[src/rtl/aes_128_out_collector.sv]
// ----------------------------------------------------------------------------
// aes_128_out_collector
//
// Collects ciphertext from a fully pipelined, non-stallable aes_128 core. It
// tracks which core input cycles carried real blocks, captures each matching
// result LATENCY edges later into a block FIFO, and streams the buffered
// blocks out as 32-bit words, most significant word first, over valid/ready.
// Upstream issue is credit-gated so a FIFO slot is always reserved for every
// block in flight.
//
// Ports:
//   clk          in   1    rising-edge clock
//   reset        in   1    asynchronous active-low reset
//   issue_valid  in   1    upstream presents a real block to the core
//   issue_ready  out  1    credit available for an issue
//   core_out     in   128  aes_128 output bus
//   m_data       out  32   ciphertext word (MSW first)
//   m_valid      out  1    m_data valid
//   m_ready      in   1    downstream accepts the word
//   m_last       out  1    marks the 4th word of a block
//   err_drop     out  1    sticky: issue_valid seen without credit
//   blk_count    out  16   completed blocks, saturating
//                          (present only with AES_OUT_BLKCNT_EN)
//
// Optional feature macro: AES_OUT_BLKCNT_EN
// ----------------------------------------------------------------------------
module aes_128_out_collector #(
    parameter int unsigned LATENCY = 21,
    parameter int unsigned DEPTH   = 4
) (
    input  logic         clk,
    input  logic         reset,
    input  logic         issue_valid,
    output logic         issue_ready,
    input  logic [127:0] core_out,
    output logic [31:0]  m_data,
    output logic         m_valid,
    input  logic         m_ready,
    output logic         m_last,
    output logic         err_drop
`ifdef AES_OUT_BLKCNT_EN
    ,
    output logic [15:0]  blk_count
`endif
);

    localparam int unsigned AW = (DEPTH > 1) ? $clog2(DEPTH) : 1;
    localparam int unsigned CW = $clog2(DEPTH + 1);
    localparam logic [CW-1:0] CREDIT_MAX = CW'(DEPTH);

    logic [LATENCY-1:0] trk_q, trk_d;
    logic [AW:0]        wr_ptr_q, wr_ptr_d;
    logic [AW:0]        rd_ptr_q, rd_ptr_d;
    logic [1:0]         widx_q, widx_d;
    logic [CW-1:0]      credit_q, credit_d;
    logic               err_q, err_d;
    logic [127:0]       mem_q [DEPTH];

    logic               empty, full, accept, push, pop, hs;
    logic [127:0]       head;

    always_comb begin
        empty  = (wr_ptr_q == rd_ptr_q);
        full   = (wr_ptr_q[AW] != rd_ptr_q[AW]) &&
                 (wr_ptr_q[AW-1:0] == rd_ptr_q[AW-1:0]);
        head   = mem_q[rd_ptr_q[AW-1:0]];

        issue_ready = (credit_q != '0);
        m_valid     = !empty;
        m_last      = !empty && (widx_q == 2'd3);
        err_drop    = err_q;

        // Held at zero while empty so the idle bus never shows stale storage.
        m_data = '0;
        if (!empty) begin
            case (widx_q)
                2'd0:    m_data = head[127:96];
                2'd1:    m_data = head[95:64];
                2'd2:    m_data = head[63:32];
                default: m_data = head[31:0];
            endcase
        end

        accept = issue_valid && issue_ready;
        hs     = m_valid && m_ready;
        pop    = hs && (widx_q == 2'd3);
        // Credit reservation guarantees space; the full guard only protects
        // the FIFO if upstream ever misbehaves around reset.
        push   = trk_q[LATENCY-1] && !full;
    end

    always_comb begin
        trk_d    = {trk_q[LATENCY-2:0], accept};
        wr_ptr_d = wr_ptr_q;
        rd_ptr_d = rd_ptr_q;
        widx_d   = widx_q;
        credit_d = credit_q;
        err_d    = err_q;

        if (push) wr_ptr_d = wr_ptr_q + 1'b1;
        if (pop)  rd_ptr_d = rd_ptr_q + 1'b1;
        if (hs)   widx_d   = widx_q + 2'd1;

        // Accept and block completion on the same edge cancel out.
        if (accept && !pop)
            credit_d = credit_q - CW'(1);
        else if (pop && !accept)
            credit_d = credit_q + CW'(1);

        if (issue_valid && !issue_ready) err_d = 1'b1;
    end

    always_ff @(posedge clk or negedge reset) begin
        if (!reset) begin
            trk_q    <= '0;
            wr_ptr_q <= '0;
            rd_ptr_q <= '0;
            widx_q   <= '0;
            credit_q <= CREDIT_MAX;
            err_q    <= 1'b0;
        end else begin
            trk_q    <= trk_d;
            wr_ptr_q <= wr_ptr_d;
            rd_ptr_q <= rd_ptr_d;
            widx_q   <= widx_d;
            credit_q <= credit_d;
            err_q    <= err_d;
        end
    end

    // Block storage needs no reset: contents are only visible when non-empty.
    always_ff @(posedge clk) begin
        if (push) mem_q[wr_ptr_q[AW-1:0]] <= core_out;
    end

`ifdef AES_OUT_BLKCNT_EN
    logic [15:0] blk_q, blk_d;

    always_comb begin
        blk_d = blk_q;
        if (pop && (blk_q != '1)) blk_d = blk_q + 16'd1;
    end

    always_ff @(posedge clk or negedge reset) begin
        if (!reset) blk_q <= '0;
        else        blk_q <= blk_d;
    end

    assign blk_count = blk_q;
`endif

endmodule

[config.mk]
export PLATFORM = sky130hd
export DESIGN_NAME = aes_128_out_collector
export DESIGN_NICKNAME = d
export VERILOG_FILES = /design/src/rtl/aes_128_out_collector.sv
export SDC_FILE = /design/constraint.sdc
export NUM_CORES = 1
export LEC_CHECK = 0
export ABC_AREA = 1
export ABC_CLOCK_PERIOD_IN_PS = 19000
export BUFFER_PORTS_ARGS = -buffer_cell sky130_fd_sc_hd__buf_2
export CAP_MARGIN = 10
export CORE_UTILIZATION = 55
export CTS_CLUSTER_DIAMETER = 100
export DETAILED_ROUTE_END_ITERATION = 10
export PLACE_DENSITY_LB_ADDON = 0.08
export SLEW_MARGIN = 20
export SYNTH_ARGS = -nofsm -noshare
export SYNTH_HDL_FRONTEND = slang
export SYNTH_SLANG_ARGS = --single-unit
[constraint.sdc]
create_clock -name clk -period 19 [get_ports clk]
set_input_delay 0 -clock clk [delete_from_list [all_inputs] [get_ports clk]]
set_output_delay 0 -clock clk [all_outputs]
set_load 0.01 [all_outputs]
==> flow_summary.toml, run 1 <==
[die]
num_rows = 74
die_area_mm2 = 0.04216
fp.dieH_um = 205.3
core-area_mm2 = 0.04083
ios = 168
initial_core_util = 0.5569
die_w_um = 205.3

[placed_design]
gp_congestion = 0.7685
dp_hpwl_um = 30190
placement.io_buffers = 167

[sta]
finClkSkew_ns = 0.01220
setup_viol = 0
drv_slew = 0
max_slew_margin = 0.2586
fin_crit_sh = 0.2125
finalSetupTns_ns = 0
hold_slack_ns = -0.002330
clock.fmax_mhz = 247.7
rsz0062_at_grt = "no"
hold_viol_final = 4
period_needed_ns = 4.038
tightest_slew_ns = 1.112

[power]
p_leak_nw = 11.32
cellPowerDensity_mw_per_mm2 = 153.8
vdd_drop_max_v = 0.0001217

[drt]
vias = 15160
wl_per_cell_um = 18.64
ant_nets = 0
drt_iter0_drc = 1284
route.final.wire_length_um = 54460
viasPerCell = 5.190
route.detailed.drc = 0
drt_first_pass_iters = 8

[global_routing]
grt_max_degree = 213
grt_pass1_vias = 14490
grt_pass1_wl_um = 83030
grt-ovfl-total = 0
track_usage = 0.2628
antenna_found_initial = 14

[clock_network]
cts_tree = "yes"
clock-sinks = 545
post-cts-setup-buffers = 0
clk_pin_slew_worst_paths_ns = 0.06
cts.repair.resized = 0
cts_hold_buffers = 131
cts_made_buffers = 55
clockRootBuffer = "clkbuf_16"
clk_path_buf_depth = 3
htree_levels = 2
clock_latency_ns = 0.59

[synthesis]
synth.area.top_cells = "edfxtp_1, nand2_1, nand3_1"
synthesis.area_mm2 = 0.02274
syn_avg_cell_area_um2 = 10.99
ys_types = 28
synthCells = 2069
synth_seq_area_share = 0.7125
synth_top_cell_by_area = "edfxtp_1"
ys_ff_latch = 545
synth_warnings = 0
synth_top_area_frac = 0.6762
syn_nets = 2213

[worst_setup_path]
critPathSlowestCell = "buf_4"
start_kind = "register"
cp_max_fo = 169
end_kind = "output pin"
worstPathArrival_ns = 4.04
cpPeakStageDelay_ns = 0.90
crit_required_ns = 19.00
path_cells = "inv_8 > buf_4 > nand2_1 > nand3_1 > nand3_1 > nand2_1 > nor2_1 > nor2_1 > buf_2"
path_class = "register to output pin"

[finish]
synthToLayoutAreaGrowth_pct = 18.17
drive_above_1_share = 0.1144
nets = 2482
finalCoreUtilization = 0.6581

[status]
violations = "hold timing"
outcome = "finished, violations left"

[job]
maxCapViolCount = 0

[min_path]
holdCritPathClass = "primary input to async pin"
==> routing by layer <==
layer | vias to the layer above | track usage | wire length (um)
li1 | 7335 | - | -
met5 | - | 0 | 37
met4 | 6 | 0.08995 | 1483
met3 | 95 | 0.04846 | 3191
met2 | 389 | 0.4309 | 26610
met1 | 7334 | 0.3540 | 23140
==> path summary, 6_finish.rpt <==
path,startpoint,endpoint,slack [ns],cells after the start
max,rd_ptr_q[0],m_data[22],14.96,9
min,reset,credit_q[0],-0.002,2
max reg2reg,rd_ptr_q[0],mem_q[2][119],15.38,5
min reg2reg,trk_q[8],trk_q[9],0.34,0
max in group asynchronous,reset,rd_ptr_q[0],18.48,2
min in group clk,core_out[0],mem_q[1][0],0.15,2
==> cells in the mapped netlist, drive strengths merged <==
cell type and count:
nand2 594, edfxtp 512, inv 273, nand3 231, nor2 164, o21ai 130
buf 87, dfrtp 32, clkbuf 18, ha 11, xnor2 4, xor2 4
nand4 3, a21oi 1, a31oi 1, dfstp 1, fa 1, nand3b 1
o21bai 1
==> sequential cells by signal, indices dropped and copies added (netlist names) <==
register  flops
err_drop      1
wr_ptr_q      3
rd_ptr_q      3
credit_q      3
widx_q        2
mem_q       512
trk_q        21
==> metrics by stage <==
stage	setup WS, ns	area [um^2]	cells	hold WS, ns	power, mW
after global placement	15.38	23880	2682	0.08403	3.113
after detailed placement	15.37	23880	2682	0.09857	3.137
after floorplan	11.99	22740	2069	-0.2956	2.671
final	14.96	26870	2921	-0.002330	4.133
after CTS	14.95	26840	2910	0.0003756	4.164
after global routing	14.69	26860	2916	0.05661	4.378
==> logic make-up (layout without fill, tap and decap cells) <==
group	count (synthesis)	count (layout)	synth area share
AO/OA/AOI/OAI	133	133	0.02944
XOR/XNOR	8	8	0.003412
adder cells (fa/ha/maj)	12	12	0.006933
buffers and inverters	378	687	0.06999
flip-flops	545	545	0.7125
other	0	11	0
AND/OR/NAND/NOR	993	993	0.1777
==> worst max-delay path, delay by kind of cell, from the launching register on <==
kind,cells,cell delay [ns]
buf+inv,3,1.79
flops,1,0.71
simple gates,6,0.69
==> area by class of cell <==
class,count,area [um^2]
Inverter,273,1035
Clock inverter,22,131.4
Fill cell,3145,13960
Multi-Input combinational cell,1146,4975
Tap cell,532,665.6
Sequential cell,545,16210
Antenna cell,11,27.53
Timing Repair Buffer,317,2302
Clock buffer,75,1524
==> placed cells by master, fill, tap and decap left out, drive strengths merged, types with 11 or more instances in the layout <==
cell type	count
nand2	594
dfrtp	32
ha	11
inv	273
edfxtp	512
nor2	164
o21ai	130
nand3	231
clkinv	18
dlygate4sd3	131
buf	186
clkbuf	75
diode	11
==> report_power, final <==
part           leakage [nW]  internal [mW]  total [mW]  switching (mW)
clock                 0.806          0.570        1.00           0.433
sequential             5.07           1.60        1.67          0.0739
combinational          5.44          0.409        1.46            1.05
Power figures use the tool's default switching activity.
==> run 2, diff against run 1 <==
Settings changed: ABC_CLOCK_PERIOD_IN_PS 19000 to 3700, CORE_UTILIZATION 55 to 54.
Clock period 19 ns to 3.7 ns, I/O delays scaled along.
==> flow_summary.toml, run 2 (synthesized netlist as in run 1, its figures left out) <==
[status]
outcome = "finished clean"

[finish]
seqCellArea_mm2 = 0.01621
synthToLayoutAreaGrowth_pct = 19.24
multi_input_area_mm2 = 0.004977
drive_above_1_share = 0.1196
layout_commonest_cell = "nand2_1"
fin_cells = 2938
largest_reg_flops = 512
finalCoreUtilization = 0.6581
n_fill_cell = 3207
fin_area_mm2 = 0.02711
layout_common_cells = "nand2_1, edfxtp_1, inv_1, nand3_1, buf_2"
nets = 2498

[clock_network]
cts.repair.resized = 0
clk_path_buf_depth = 3
clk_pin_slew_worst_paths_ns = 0.06
cts_made_buffers = 55
htree_levels = 2
cts_hold_buffers = 131
cts_tree = "yes"
clock-sinks = 545
clock_latency_ns = 0.59
clockRootBuffer = "clkbuf_16"
post-cts-setup-buffers = 0

[placed_design]
dp_hpwl_um = 31630
placed_cell_area_mm2 = 0.02412
dp.cells = 2698
placement.io_buffers = 167
post-place-ws_ns = 1.333
gp_congestion = 0.8156

[worst_setup_path]
start_kind = "register"
worstPathArrival_ns = 2.99
cp_max_fo = 59
path_class = "register to output pin"
crit_required_ns = 3.70
end_kind = "output pin"

[global_routing]
grt_pass1_wl_um = 84930
grt_pass1_vias = 14710
antenna_found_initial = 10
grt-ovfl-total = 0
grt_max_degree = 199
track_usage = 0.2601

[sta]
tightest_slew_ns = 1.081
finalSetupTns_ns = 0
hold_viol_final = 0
setup_viol = 0
period_needed_ns = 2.991
clock.fmax_mhz = 334.3
setup_ws_ns = 0.7089
fin_crit_sh = 0.8084
rsz0062_at_grt = "no"
finClkSkew_ns = 0.01901
drv_slew = 0
max_slew_margin = 0.2790

[die]
core-area_mm2 = 0.04120
ios = 168
initial_core_util = 0.5519
fp.dieH_um = 207.2
num_rows = 74
die_area_mm2 = 0.04293
die_w_um = 207.2

[min_path]
holdCritPathClass = "primary input to async pin"

[drt]
wl_per_cell_um = 18.70
vias = 15160
viasPerCell = 5.160
drt_first_pass_iters = 5
ant_nets = 0
route.final.wire_length_um = 54940
route.detailed.drc = 0
drt_iter0_drc = 1297

[power]
vdd_drop_max_v = 0.0006688
p_leak_nw = 11.44
cellPowerDensity_mw_per_mm2 = 791.1

[job]
maxCapViolCount = 0
==> run 2: power by group <==
group	switching, mW	total, mW	internal, mW
clock network	2.21	5.15	2.95
logic	5.53	7.79	2.26
registers	0.322	8.51	8.18
total	8.06	21.5	13.4
==> run 2: cell type report <==
cell class | instances | area share
tap | 532 | 0.02455
multi-input combinational | 1146 | 0.1836
clock inverter | 21 | 0.004338
timing repair buffer | 333 | 0.09395
sequential | 545 | 0.5978
inverter | 273 | 0.03807
clock buffer | 81 | 0.05704
antenna | 7 | 0.0006461
==> run 2: worst paths after layout <==
check                              from             to  slack, ns  cells after the start
hold / removal                    reset       err_drop       0.04                      2
min in group clk           core_out[53]   mem_q[1][53]       0.16                      2
max in group asynchronous         reset    rd_ptr_q[0]       3.06                      2
setup / recovery            rd_ptr_q[0]      m_data[7]       0.71                     10
hold reg to reg               trk_q[10]      trk_q[11]       0.35                      0
setup reg to reg            rd_ptr_q[1]  mem_q[0][118]       1.35                      5
==> run 2: worst max-delay path: stages, from the launching register on <==
cell	delay [ns]
dfrtp_4	0.53
inv_6	0.38
buf_4	0.49
nand2_1	0.11
nand3_1	0.09
nand2_1	0.06
nand2_1	0.16
nand2_1	0.11
nor2_1	0.21
nor2_1	0.07
buf_2	0.14
==> run 2: metrics by stage <==
stage,hold WS (ns),total power [mW]
final,0.04481,21.45
after global routing,0.1147,22.72
after CTS,0.03444,21.65
after detailed placement,0.1275,16.37
after global placement,0.1058,16.27
after floorplan,-0.2956,13.60
==> run 2: routing by layer <==
metal | track usage | wire length [um]
met3 | 0.05321 | 3690
met5 | 0 | 48
met4 | 0.08749 | 1637
met2 | 0.4210 | 26090
met1 | 0.3535 | 23470
